`config.mk`:
```
export PLATFORM = sky130hd
export DESIGN_NAME = seg7_encoder
export DESIGN_NICKNAME = d
export VERILOG_FILES = /design/src/rtl/seg7_encoder.sv
export SDC_FILE = /design/constraint.sdc
export NUM_CORES = 1
export LEC_CHECK = 0
export ABC_CLOCK_PERIOD_IN_PS = 2100
export CORE_UTILIZATION = 25
export CTS_BUF_LIST = sky130_fd_sc_hd__clkbuf_4 sky130_fd_sc_hd__clkbuf_8
export DETAILED_ROUTE_END_ITERATION = 16
export PLACE_DENSITY = 0.47
export SLEW_MARGIN = 20
export SYNTH_ARGS = -nofsm -noshare
export SYNTH_HDL_FRONTEND = slang
export SYNTH_SLANG_ARGS = --single-unit
```
`constraint.sdc`:
```
create_clock -name clk -period 2.1 [get_ports clk]
set_clock_uncertainty 0.15 [all_clocks]
set_input_delay 0.21 -clock clk [delete_from_list [all_inputs] [get_ports clk]]
set_output_delay 0.21 -clock clk [all_outputs]
set_load 0.005 [all_outputs]
```
`src/rtl/seg7_encoder.sv`:
```
// Seven-segment pattern decoder: debounces an observed active-low segment bus and
// reports each newly stable glyph once over a valid/ready handshake.
// Optional SEG7_ENCODER_ERR_CNT_EN adds o_err_cnt, a saturating count of error transfers.

package seg7_encoder_pkg;

  localparam int unsigned SEG_W = 7;
  localparam int unsigned HEX_W = 4;
  localparam int unsigned CNT_W = 8;

  typedef struct packed {
    logic [HEX_W-1:0] hex;
    logic             blank;
    logic             err;
  } seg7_dec_t;

  // Active-low glyph table; anything that is neither a glyph nor blank is an error.
  function automatic seg7_dec_t seg7_decode(input logic [SEG_W-1:0] seg);
    seg7_dec_t d;
    d = '0;
    case (seg)
      7'h40:   d.hex = 4'h0;
      7'h79:   d.hex = 4'h1;
      7'h24:   d.hex = 4'h2;
      7'h30:   d.hex = 4'h3;
      7'h19:   d.hex = 4'h4;
      7'h12:   d.hex = 4'h5;
      7'h02:   d.hex = 4'h6;
      7'h78:   d.hex = 4'h7;
      7'h00:   d.hex = 4'h8;
      7'h18:   d.hex = 4'h9;
      7'h08:   d.hex = 4'hA;
      7'h03:   d.hex = 4'hB;
      7'h46:   d.hex = 4'hC;
      7'h21:   d.hex = 4'hD;
      7'h06:   d.hex = 4'hE;
      7'h0E:   d.hex = 4'hF;
      7'h7F:   d.blank = 1'b1;
      default: d.err = 1'b1;
    endcase
    return d;
  endfunction

endpackage

module seg7_encoder
  import seg7_encoder_pkg::*;
#(
  parameter int unsigned STABLE_CYCLES = 4
) (
  input  logic             clk,
  input  logic             rst,
  input  logic [SEG_W-1:0] i_seg,
  input  logic             i_ready,
  output logic [HEX_W-1:0] o_hex,
  output logic             o_blank,
  output logic             o_err,
  output logic             o_valid
`ifdef SEG7_ENCODER_ERR_CNT_EN
  ,
  output logic [CNT_W-1:0] o_err_cnt
`endif
);

  localparam logic [CNT_W-1:0] STABLE_Q = CNT_W'(STABLE_CYCLES);
  localparam logic [SEG_W-1:0] SEG_BLANK = 7'h7F;

  typedef enum logic {
    SETTLE  = 1'b0,
    PRESENT = 1'b1
  } state_e;

  state_e           state_q, state_d;
  logic [SEG_W-1:0] seg_q;
  logic [SEG_W-1:0] cap_q;
  logic [SEG_W-1:0] last_q;
  logic [CNT_W-1:0] cnt_q;
  logic             capture;
  logic             handshake;
  seg7_dec_t        dec;

  assign dec = seg7_decode(seg_q);

  // Next-state: accept a fresh stable pattern, release it on handshake.
  always_comb begin
    state_d   = state_q;
    capture   = 1'b0;
    handshake = 1'b0;
    case (state_q)
      SETTLE: begin
        if ((cnt_q == STABLE_Q) && (seg_q != last_q)) begin
          state_d = PRESENT;
          capture = 1'b1;
        end
      end
      PRESENT: begin
        if (i_ready) begin
          state_d   = SETTLE;
          handshake = 1'b1;
        end
      end
      default: state_d = SETTLE;
    endcase
  end

  always_ff @(posedge clk) begin
    if (rst) begin
      state_q <= SETTLE;
      o_valid <= 1'b0;
    end else begin
      state_q <= state_d;
      o_valid <= (state_d == PRESENT);
    end
  end

  // Input sampling and stability counting run in every state.
  always_ff @(posedge clk) begin
    if (rst) begin
      seg_q <= SEG_BLANK;
      cnt_q <= '0;
    end else begin
      seg_q <= i_seg;
      if (handshake || (i_seg != seg_q)) begin
        cnt_q <= '0;
      end else if (cnt_q < STABLE_Q) begin
        cnt_q <= cnt_q + CNT_W'(1);
      end
    end
  end

  always_ff @(posedge clk) begin
    if (rst) begin
      cap_q   <= SEG_BLANK;
      last_q  <= SEG_BLANK;
      o_hex   <= '0;
      o_blank <= 1'b0;
      o_err   <= 1'b0;
    end else begin
      if (capture) begin
        cap_q   <= seg_q;
        o_hex   <= dec.hex;
        o_blank <= dec.blank;
        o_err   <= dec.err;
      end
      if (handshake) begin
        last_q <= cap_q;
      end
    end
  end

`ifdef SEG7_ENCODER_ERR_CNT_EN
  always_ff @(posedge clk) begin
    if (rst) begin
      o_err_cnt <= '0;
    end else if (handshake && o_err && (o_err_cnt != {CNT_W{1'b1}})) begin
      o_err_cnt <= o_err_cnt + CNT_W'(1);
    end
  end
`endif

endmodule

```
==> metrics, run 1 <==
status completed; initial antenna violation count 0; endpoint type of the worst setup path register; number of post-CTS setup repair buffers 0; drt initial violations 79; final clock period utilization by the worst path 93.3%; largest net degree at the start of global routing 28; wire length of the first global-routing pass slightly above 7 mm; fill count between 700 and 800; leak pwr 0.879 nW; post-synthesis cell count approximately 200; unrepaired setup endpoints after global routing false; maximum clock insertion buffer count 2; sum of buffers and inverters on the critical path 1; vias after detailed routing 1466; P&R area growth vs syn 24.9%; weighted congestion reported at the end of routability-driven placement just under 0.8; Critical Path Stages 6; die width a little under 90 µm; Core Box Area slightly below 7000 µm²; wire per inst between 10 and 15 µm; flops & latches, synth 36; peak supply drop ~0.00021 V; detailed-router iteration count before antenna repair 6; Antenna Cells 0; power per cell area 602 nW/µm²; Worst path max stage delay between 0.5 and 0.6 ns; synthesized area per cell between 9 and 10 µm²; number of global-route vias before repair between 1000 and 1500; list of cells traversed by the critical path or4_4 > nor2_4 > o211ai_4 > buf_12 > or3_1 > a21oi_2; die height a little under 90 µm; total half-perimeter wirelength after legalization and detailed placement 3.02 mm; delay-heaviest family, CP simple AND/OR/NAND/NOR gates; minimum period implied by the final worst setup slack a little under 2 ns; most common library cell in the layout ignoring fill and taps dfxtp_1; endpoints failing setup 0; final global-route overflow total 0; transition at the pin with the smallest max-transition slack ~0.41 ns; Post-synth EDFFs 0; standard cell with the maximum stage delay on the critical path or4_4; predominant post-synthesis flop cell dfxtp_1; Setup CP Type reg -> reg; starting density of the core 26.3%; total clock buffers created by CTS 5; number of nets in the synthesized netlist ~210; Fmax achieved 0.511 GHz; total number of yosys warnings 0; root buffer cell clkbuf_8; arrival time at the worst endpoint approximately 2.0 ns; setup TNS after final layout 0 ns; post-detailed-route count of antenna-violating nets 0; fraction of layout instances using a drive strength above 1 between 15 and 20%; leading cell types in the layout, fill and taps excluded 34 x dfxtp_1, 18 x buf_4, 17 x xnor2_1; Worst-Skew Late Latency approximately 0.28 ns; fraction of the yosys area taken by sequential cells 39.5%; clock slew at the register clock pins of the worst setup and hold paths around 0.070 ns; final hold violations 0; crit path max fanout 27; final slew viol count 0; TritonCTS clock tree yes; MaxCap Viol Count 0; number of port buffers 16; total DRC errors in the routed layout 0; Worst R2R Path Depth 6; net count reported at finish between 200 and 250; per-cell via count in the routed design around 4.6; die area approximately 7700 µm²; Max H-tree Level 2; CP Launch Type register; worst hold path class reg -> reg; hold path cells 1; count of distinct cell types in the synthesized netlist between 40 and 50; Placement Rows 30; total global-route track usage roughly 12%; Critical Path RT 2.17 ns; overall power of the completed layout ~1.4 mW; share of flip-flops with an asynchronous set or reset after synthesis 0%; worst slew slack as a fraction of its limit a little over 70%; synthesized area 1830 µm²; Post-Route WL roughly 4.1 mm; number of clock sinks 36; num ports 17; cts-stage hold buffer count 0
[area by class of cell]
cell class / count / area (µm²) / share of cell area, %
multi-input cells: 136 / 991 / 43.4
flip-flops and latches: 36 / 723 / 31.7
repair buffers: 35 / 315 / 13.8
well taps: 96 / 120 / 5.27
clock buffers: 7 / 90.1 / 3.95
inverters: 9 / 33.8 / 1.48
clock inverters: 1 / 7.51 / 0.329
[cells in the mapped netlist, drive strengths merged (2+ instances only)]
cell type	count	area [µm²]
dfxtp	36	721
xnor2	17	149
a211o	15	131
nor3	13	65.1
buf	12	72.6
nor2	10	45.0
inv	9	33.8
and3	8	50.1
or2	7	43.8
and2	6	37.5
clkbuf	6	22.5
nand2	6	22.5
nor2b	6	37.5
a21oi	5	28.8
nand4	5	31.3
nand3	3	15.0
nor4b	3	26.3
nor4bb	3	30.0
ha	2	25.0
nand3b	2	15.0
nor3b	2	15.0
o211ai	2	28.8
o41ai	2	25.0
or3b	2	17.5
xor2	2	17.5
[stage by stage]
stage | instances | setup WS (ns) | area, µm² | hold slack, ns | utilization (%)
floorplan | 199 | 0.311 | 1830 | 0.167 | -
global placement | 312 | 0.0930 | 2170 | 0.285 | 31.2
detailed placement | 312 | 0.0755 | 2170 | 0.291 | 31.2
CTS | 320 | 0.0631 | 2260 | 0.309 | 32.6
global route | 320 | 0.0432 | 2280 | 0.323 | 32.8
finish | 320 | 0.141 | 2280 | 0.307 | 32.8
[sequential cells by signal, indices dropped and copies added (netlist names)]
register,count
last_q,7
o_blank,1
state_q,1
cnt_q,8
seg_q,7
cap_q,7
o_err,1
o_hex,4
[path summary, 6_finish.rpt]
check,start,end,slack (ns)
hold / removal,cap_q[4],cap_q[4],0.31
setup / recovery,cnt_q[4],o_blank,0.14
hold reg to reg,cap_q[4],cap_q[4],0.31
setup reg to reg,cnt_q[4],o_blank,0.14
[cell families after synthesis]
group           synth area share (%)
compound gates                  15.5
xor+xnor                        9.11
mux                            0.548
flops                           39.5
fa+ha+maj                       1.37
buf+inv                         7.05
simple gates                    26.9
[power by group]
| part | internal (mW) | total [mW] | switching (mW) |
|---|---|---|---|
| clock | 0.280 | 0.531 | 0.252 |
| combinational | 0.0680 | 0.129 | 0.0608 |
| sequential | 0.690 | 0.712 | 0.0219 |
| total | 1.04 | 1.37 | 0.335 |
[what timing repair did]
action	CTS	global route
endpoints found under the hold margin	0	0
setup endpoints to repair	0	11
gates resized for setup	0	4
[metal layers]
metal	track usage, %	routed length [µm]	up-vias
met2	18.3	1750	20
met5	0	0	-
met1	16.8	2180	690
met4	4.02	39	0
li1	-	-	752
met3	3.13	145	4
No activity file was read; power rests on OpenSTA's default activity.
==> inputs of run 2 (changes only) <==
- CORE_UTILIZATION: 25 -> 40
- PLACE_DENSITY: 0.47 -> 0.65
- SETUP_SLACK_MARGIN: not set -> 0.02
==> run 2 against run 1 <==
Flip-flop and latch count is the same. Register-to-register slack about the same. Via count rose by 1.4%. Critical endpoint unchanged. Final area decreased by 2.7%. Critical path type unchanged. Sequential power about the same. Clock power is 15% higher.
==> metrics, run 2 (same netlist as run 1, synthesis figures left out) <==
status completed; post-detailed-route count of antenna-violating nets 0 (unchanged); largest net degree at the start of global routing 28 (unchanged); Critical Path RT 2.19 ns (+0.02 ns); number of flip-flops in the largest register 8 (unchanged); unrepaired setup endpoints after global routing false; number of placed instances with taps included 267 (-14%); drt initial violations 117 (+48%); wire per inst 13.8 µm (+7.2%); fill count 422 (-45%); die width 69.6 µm (-20%); final global-route overflow total 0 (unchanged); Worst-Skew Late Latency 0.30 ns (+0.02 ns); P&R area growth vs syn 21.4%; leading cell types in the layout, fill and taps excluded 35 x dfxtp_1, 17 x xnor2_1, 17 x buf_4; worst hold path class reg -> reg; fraction of layout instances using a drive strength above 1 17.9% (-1.7 points); final slew viol count 0 (unchanged); final clock period utilization by the worst path 92.9% (-0.32 points); final cell count without fillers 275 (-14%); arrival time at the worst endpoint 2.04 ns (about the same); worst slew slack as a fraction of its limit 61.7% (-11 points); wire length of the first global-routing pass 6.55 mm (-7.7%); endpoints failing setup 0 (unchanged); clock slew at the register clock pins of the worst setup and hold paths 0.08 ns (about the same); detailed-router iteration count before antenna repair 4 (-2); number of global-route vias before repair 1471 (+2.5%); total clock buffers created by CTS 5 (unchanged); Flop pwr share 49.1% (-2.8 points); vias after detailed routing 1487 (+1.4%); minimum period implied by the final worst setup slack 1.95 ns (-0.00677 ns); initial antenna violation count 0 (unchanged); Post-Route WL 3.79 mm (-7.9%); Multi-input gate area 978 µm² (-1.3%); number of clock sinks 36 (unchanged); setup ws final 0.148 ns (+0.00677 ns); flip-flop and latch area 722 µm² (-0.17%); number of port buffers 16 (unchanged); number of post-CTS setup repair buffers 0 (unchanged); internal portion of total power 1.11 mW (+6.8%); total half-perimeter wirelength after legalization and detailed placement 2.72 mm (-9.9%); maximum clock insertion buffer count 2 (unchanged); endpoint type of the worst setup path register; overall power of the completed layout 1.45 mW (+5.3%); Clk network pwr share 42.2% (+3.5 points); cts-stage hold buffer count 0 (unchanged); power per cell area 651 nW/µm² (+8.3%); die height 69.6 µm (-20%); total global-route track usage 17.0% (+4.8 points); setup TNS after final layout 0 ns (unchanged); Setup CP Type reg -> reg; utilization of the core after routing 50.6% (+18 points); final hold violations 0 (unchanged); fraction of power spent switching nets 23.3% (-1.0 points); TritonCTS clock tree yes; Antenna Cells 0 (unchanged); leak pwr 0.874 nW (-0.53%); Fmax achieved 0.512 GHz (+0.35%); Resize count post-CTS 0 (unchanged); most common library cell in the layout ignoring fill and taps dfxtp_1; crit path max fanout 27 (unchanged); Biggest register cnt_q; CP Launch Type register; transition at the pin with the smallest max-transition slack 0.567 ns (+0.161 ns); weighted congestion reported at the end of routability-driven placement 0.796 (+0.19%); combinational share of power 8.7% (-0.7 points); total DRC errors in the routed layout 0 (unchanged); power dissipated by switching net loads 0.337 mW (+0.80%); per-cell via count in the routed design 5.41 (+18%); root buffer cell clkbuf_8; net count reported at finish 234 (-0.43%); die area 4840 µm² (-37%); Max H-tree Level 2 (unchanged); peak supply drop 0.000488 V (+130%); MaxCap Viol Count 0 (unchanged); starting density of the core 41.7% (+15 points); dpl ws 0.110 ns (+0.0345 ns); num ports 17 (unchanged); Placement Rows 24 (-20%); Core Box Area 4380 µm² (-37%)
## run 2: cell types whose count changed in the layout (fill, tap and decap cells not counted), sizes merged
cell and delta:
buf -1, bufinv +1, clkbuf -2, clkinv +1
## run 2: stage by stage
stage               instance area [µm²]  hold WS [ns]
floorplan                          1830         0.167
global placement                   2100         0.293
detailed placement                 2100         0.293
CTS                                2220         0.318
global route                       2220         0.338
finish                             2220         0.310
## run 2: worst paths after layout
kind	from	endpoint	slack (ns)	cells after the start
max	cnt_q[4]	o_blank	0.15	6
min	cap_q[0]	cap_q[0]	0.31	1
max reg2reg	cnt_q[4]	o_blank	0.15	6
min reg2reg	cap_q[0]	cap_q[0]	0.31	1
## run 2: power groups by stage
| stage | sequential, mW | combinational (mW) | clock (mW) |
|---|---|---|---|
| 6_report | 0.709 | 0.126 | 0.610 |
| 5_1_grt | 0.711 | 0.139 | 0.647 |
| 4_1_cts | 0.708 | 0.126 | 0.623 |
| 3_5_place_dp | 0.725 | 0.126 | 0 |
| 3_3_place_gp | 0.724 | 0.126 | 0 |
| 2_1_floorplan | 0.707 | 0.0946 | 0 |
## run 2: critical path, cell delays in order, from the launching register on
cell and delay [ns]:
dfxtp_1 0.31, or4_4 0.55, nor2_4 0.13, o211ai_4 0.10, buf_12 0.17, or3_1 0.36
a21oi_2 0.13
## run 2: metal layers
layer | vias up | global-route usage (%) | wire length [µm]
met5 | - | 0 | 0
met4 | 0 | 7.03 | 55
met3 | 6 | 3.63 | 118
met2 | 27 | 28.5 | 1820
met1 | 704 | 21.1 | 1790
li1 | 750 | - | -
## run 2: final cells by class
| class | instances | area share, % |
|---|---|---|
| clock buffers | 5 | 3.10 |
| repair buffers | 34 | 13.9 |
| multi-input cells | 136 | 44.1 |
| inverters | 9 | 1.52 |
| flip-flops and latches | 36 | 32.5 |
| clock inverters | 3 | 1.92 |
| well taps | 52 | 2.93 |
==> RTL change 1: new RTL, config.mk and constraints of run 1 <==
The package constant `HEX_W` goes from 4 to 6.
--- a/src/rtl/seg7_encoder.sv
+++ b/src/rtl/seg7_encoder.sv
@@ -5,7 +5,7 @@
 package seg7_encoder_pkg;
 
   localparam int unsigned SEG_W = 7;
-  localparam int unsigned HEX_W = 4;
+  localparam int unsigned HEX_W = 6;
   localparam int unsigned CNT_W = 8;
 
   typedef struct packed {
Ports: changed (resized o_hex); port bits go from 17 to 19. The function was not compared with the original's and may differ.
==> RTL change 1 against run 1 <==
Non-clock buffer count shrank 3; hold slack improved by 3.9 ps; critical endpoint is now cap_q[1]$_SDFFE_PP1P_; critical path type unchanged; power decreased by 3.3%; largest power group unchanged; setup slack worse by 28 ps; final area grew 0.44%; synthesized area increased by 2.4%; wire length increased by 9.1%; sequential cell count unchanged; critical path depth unchanged; highest routed layer unchanged.
==> RTL change 1: results (changes against run 1) <==
stage;metric;value;unit;change
setup_path;critical-path-top-delay-family;compound AO/OA/AOI/OAI gates;;was simple AND/OR/NAND/NOR gates
status;status;finished clean;;unchanged
route;met3_length;135;um;was 145 um
setup_path;cpPeakStageDelay;430;ps;was 550 ps
route;met2_length;2240;um;was 1750 um
global_routing;grt_max_degree;31;;was 28
layout;nNetsFinal;238;;was 235
logic_synthesis;async_reset_ff_share;0;%;unchanged
place;post-place-ws;79.2;ps;was 75.5 ps
cts;htree_levels;2;;unchanged
route;vias;1508;;was 1,466
cts;numCtsBuffers;5;;unchanged
cts;clk_latency;280;ps;about the same
layout;fill_cells;778;;was 762
layout;drive_above_1_share;16.4;%;was 19.6%
pwr;ir_worst_vdd;0.000326;V;was 0.000214 V
route;drt_wl_total;4490;um;was 4110 um
logic_synthesis;synth.area.top_cells;dfxtp_1 39%, a211o_1 6.6%, xnor2_1 4.7%;;was dfxtp_1 39%, xnor2_1 8.2%, a211o_1 7.2%
place;portBuffers;16;;unchanged
logic_synthesis;synthCells;205;;was 199
global_routing;grt_use_total;12.6;%;was 12.1%
logic_synthesis;synthFlopType;dfxtp_1;;unchanged
global_routing;grt_pass1_vias;1446;;was 1,435
logic_synthesis;synth_common_cells;36 x dfxtp_1, 14 x a211o_1, 14 x nor2_1, 11 x nand2_1;;was 36 x dfxtp_1, 17 x xnor2_1, 15 x a211o_1, 13 x nor3_1, 10 x buf_2
route;wire_per_inst;13.8;um;was 12.8 um
layout;diodes;0;;unchanged
place;place_congestion;0.737;;was 0.795
route;initialDrtViolationCount;102;;was 79
global_routing;grt_pass1_wl;7370;um;was 7090 um
place;place_hpwl;3020;um;about the same
route;highest_layer;met4;;unchanged
logic_synthesis;seq_area_frac_synth;38.5;%;was 39.5%
pwr;p_leak;0.811;nW;was 0.879 nW
setup_path;cp_slowest_cell;a2111oi_4;;was or4_4
route;met1_length;2050;um;was 2180 um
setup_path;path_max_fanout;13;;was 27
cts;cts_buffer_depth;2;;unchanged
floorplanning;initial_core_util;25.8;%;was 26.3%
place;place_inst;316;;was 312
pwr;p_sw;328;uW;was 335 uW
-- RTL change 1: cell types whose count changed in the layout (fill, tap and decap cells not counted), moves of 5 or more --
| cell | change |
|---|---|
| buf_4 | -5 |
| and2b_1 | +7 |
| nor2_1 | +5 |
| nor2b_1 | -6 |
| nand2_1 | +5 |
| nor3_1 | -8 |
| xnor2_1 | -7 |
| xor2_1 | +8 |
-- RTL change 1: path summary, 6_finish.rpt --
kind	start	endpoint	slack (ps)	cells past startpoint
max reg2reg	seg_q[5]$_SDFF_PP1_	cap_q[1]$_SDFFE_PP1P_	110	6
min	cnt_q[5]$_SDFFE_PP0N_	cnt_q[5]$_SDFFE_PP0N_	310	1
max	seg_q[5]$_SDFF_PP1_	cap_q[1]$_SDFFE_PP1P_	110	6
min reg2reg	cnt_q[5]$_SDFFE_PP0N_	cnt_q[5]$_SDFFE_PP0N_	310	1
-- RTL change 1: per-layer routing --
layer,track usage [%],vias to the layer above
met3,2.24,4
li1,-,762
met4,5.28,0
met1,15.6,707
met2,21.5,35
met5,0,-
-- RTL change 1: final cells by class --
class / instances / share of cell area (%)
clock buffer: 6 / 3.33
clock inverter: 1 / 0.218
inverter: 5 / 0.819
multi-input combinational: 146 / 44.7
sequential: 36 / 31.5
tap: 99 / 5.41
timing repair buffer: 32 / 14.1
-- RTL change 1: cells by family (layout without fill, tap and decap cells) --
family	count (synthesis)	after routing	share of synthesized area [%]
AOI/OAI and AO/OA	43	43	18.7
xor gates and xnor gates	20	20	9.36
adders and majority gates	2	2	1.34
buffers and inverters	24	44	7.29
DFF	36	36	38.5
muxes	1	1	0.535
other	1	2	0.200
and+or+nand+nor	78	78	24.0
-- RTL change 1: worst reg2reg max path, stage by stage, from the launching register on --
cell and delay [ps]:
dfxtp_1 400, xor2_1 190, nor4_2 80, a2111oi_4 430, buf_12 190, and2b_1 180, a211o_1 260
-- RTL change 1: through the flow --
step / instance area (um^2) / hold slack (ps)
floorplan: 1870 / 167
global placement: 2170 / 293
detailed placement: 2170 / 297
CTS: 2250 / 316
global route: 2290 / 323
finish: 2290 / 311
-- RTL change 1: power by group through the flow --
stage	combinational (mW)	sequential (mW)	clock, mW
3_3_place_gp	0.150	0.712	0
6_report	0.149	0.696	0.481
2_1_floorplan	0.0999	0.708	0
3_5_place_dp	0.149	0.712	0
5_1_grt	0.165	0.697	0.534
4_1_cts	0.150	0.696	0.502
-- RTL change 1: repair_timing --
action | CTS | global route
gates resized for setup | 0 | 1
setup buffers | 0 | 1
hold buffers | 0 | 0
setup endpoints to repair | 0 | 6
==> RTL change 2: new RTL, config.mk and constraints of run 1 <==
Without the edit above. Build with the macro `SEG7_ENCODER_ERR_CNT_EN` defined.
--- a/src/rtl/seg7_encoder.sv
+++ b/src/rtl/seg7_encoder.sv
@@ -1,6 +1,8 @@
 // Seven-segment pattern decoder: debounces an observed active-low segment bus and
 // reports each newly stable glyph once over a valid/ready handshake.
 // Optional SEG7_ENCODER_ERR_CNT_EN adds o_err_cnt, a saturating count of error transfers.
+
+`define SEG7_ENCODER_ERR_CNT_EN
 
 package seg7_encoder_pkg;
 
Function (old outputs only; new: o_err_cnt): kept (equiv_simple and equiv_induct, registers matched by name and starting in step).
==> RTL change 2 against run 1 <==
Critical path depth is 1 lower; sequential cell count is 8 higher; final area is 18% higher; wire length is 28% higher; combinational power is 12% higher; setup slack better by 18 ps; power is 28% higher; synthesized area is 18% higher; first-iteration DRC count is 23% higher; critical path type unchanged; highest routed layer unchanged.
==> RTL change 2: results (changes against run 1) <==
stage;metric;value;unit;change
logic_synthesis;synth.area.top_cells;dfxtp_1 41%, xnor2_1 8.9%, nand3_1 6.5%;;was dfxtp_1 39%, xnor2_1 8.2%, a211o_1 7.2%
global_routing;grt_use_total;12.9;%;was 12.1%
place;place_hpwl;3800;um;was 3020 um
route;vias_per_cell;4.65;;was 4.58
place;portBuffers;24;;was 16
layout;fin_cells;389;;was 320
cts;cts_buffer_depth;2;;unchanged
global_routing;use_met1;18.4;%;was 16.8%
route;firstDrtPassIters;4;;was 6
setup_path;critPathArrivalTime;1970;ps;was 2030 ps
timing;tightestPinTransition;422;ps;was 406 ps
status;status;finished clean;;unchanged
global_routing;grt_pass1_vias;1709;;was 1,435
cts;clk_latency;300;ps;was 280 ps
layout;fill_cells;865;;was 762
logic_synthesis;synth_common_cells;44 x dfxtp_1, 30 x nand2_1, 28 x nand3_1, 22 x xnor2_1, 17 x nor2_1;;was 36 x dfxtp_1, 17 x xnor2_1, 15 x a211o_1, 13 x nor3_1, 10 x buf_2
logic_synthesis;synth_nets;265;;was 211
global_routing;grt_max_degree;20;;was 28
timing;finalSetupViolCount;0;;unchanged
logic_synthesis;synthCells;252;;was 199
place;place_inst;382;;was 312
place;place_congestion;0.791;;was 0.795
global_routing;grtUsageMet2;18.0;%;was 18.3%
global_routing;grt_pass1_wl;8740;um;was 7090 um
setup_path;rr_worst_depth;5;;was 6
setup_path;ff2ff_setup_slack;160;ps;was 140 ps
global_routing;grt_util_met3;2.90;%;was 3.13%
pwr;ir_worst_vdd;0.000304;V;was 0.000214 V
pwr;p_leak;1.00;nW;was 0.879 nW
logic_synthesis;seq_area_frac_synth;40.8;%;was 39.5%
## RTL change 2: cell types whose count changed in the layout (fill, tap and decap cells not counted), sizes merged, moves of 7 or more
cell,change
nand2,+24
nand3,+25
nor2,+7
clkdlybuf4s50,+8
dfxtp,+8
a211o,-15
## RTL change 2: logic make-up after synthesis
logic type / synth area share [%]
buffers and inverters: 5.85
XOR/XNOR: 10.1
adder cells (fa/ha/maj): 1.74
AO/OA/AOI/OAI: 9.39
multiplexers: 1.39
flip-flops: 40.8
AND/OR/NAND/NOR: 30.7
## RTL change 2: critical path, delay by kind of cell, from the launching register on
| family | cells | cell delay, ps |
|---|---|---|
| mux | 1 | 200 |
| compound gates | 1 | 270 |
| simple gates | 3 | 880 |
| flops | 1 | 310 |
## RTL change 2: final cells by class
type	count	area, um^2	share of cell area (%)
flip-flops and latches	44	882	32.7
multi-input cells	186	1160	43.0
clock buffers	5	68.8	2.55
inverters	5	18.8	0.696
well taps	105	131	4.87
repair buffers	42	375	13.9
clock inverters	2	60.1	2.23
## RTL change 2: power by group
| part | internal [mW] | total (mW) | switching [mW] |
|---|---|---|---|
| Combinational | 0.0688 | 0.145 | 0.0759 |
| Clock | 0.468 | 0.753 | 0.285 |
| Sequential | 0.841 | 0.854 | 0.0127 |
## RTL change 2: how the worst min path moves through the flow
| stage | from | end | slack, ps | cells past startpoint |
|---|---|---|---|---|
| 2_1_floorplan | i_seg[0] | seg_q[0]$_SDFF_PP1_ | 170 | 1 |
| 3_3_place_gp | cnt_q[5]$_SDFFE_PP0N_ | cnt_q[5]$_SDFFE_PP0N_ | 300 | 1 |
| 3_5_place_dp | cnt_q[5]$_SDFFE_PP0N_ | cnt_q[5]$_SDFFE_PP0N_ | 300 | 1 |
| 4_1_cts | cnt_q[6]$_SDFFE_PP0N_ | cnt_q[6]$_SDFFE_PP0N_ | 320 | 1 |
| 5_1_grt | cnt_q[6]$_SDFFE_PP0N_ | cnt_q[6]$_SDFFE_PP0N_ | 330 | 1 |
| 6_report | cnt_q[6]$_SDFFE_PP0N_ | cnt_q[6]$_SDFFE_PP0N_ | 320 | 1 |
## RTL change 2: per-layer routing
metal  vias up  share of wire [%]
li1        928                  -
met1       839                 52
met2        31                 42
met3         9                3.5
met4         0                2.1
met5         -                  0
## RTL change 2: stage by stage
stage               setup WS [ps]  hold WS (ps)  instance area, um^2
finish                        160           318                 2700
floorplan                     222           167                 2160
global route                 48.0           333                 2700
CTS                          77.1           323                 2690
detailed placement            106           299                 2560
global placement              133           296                 2560
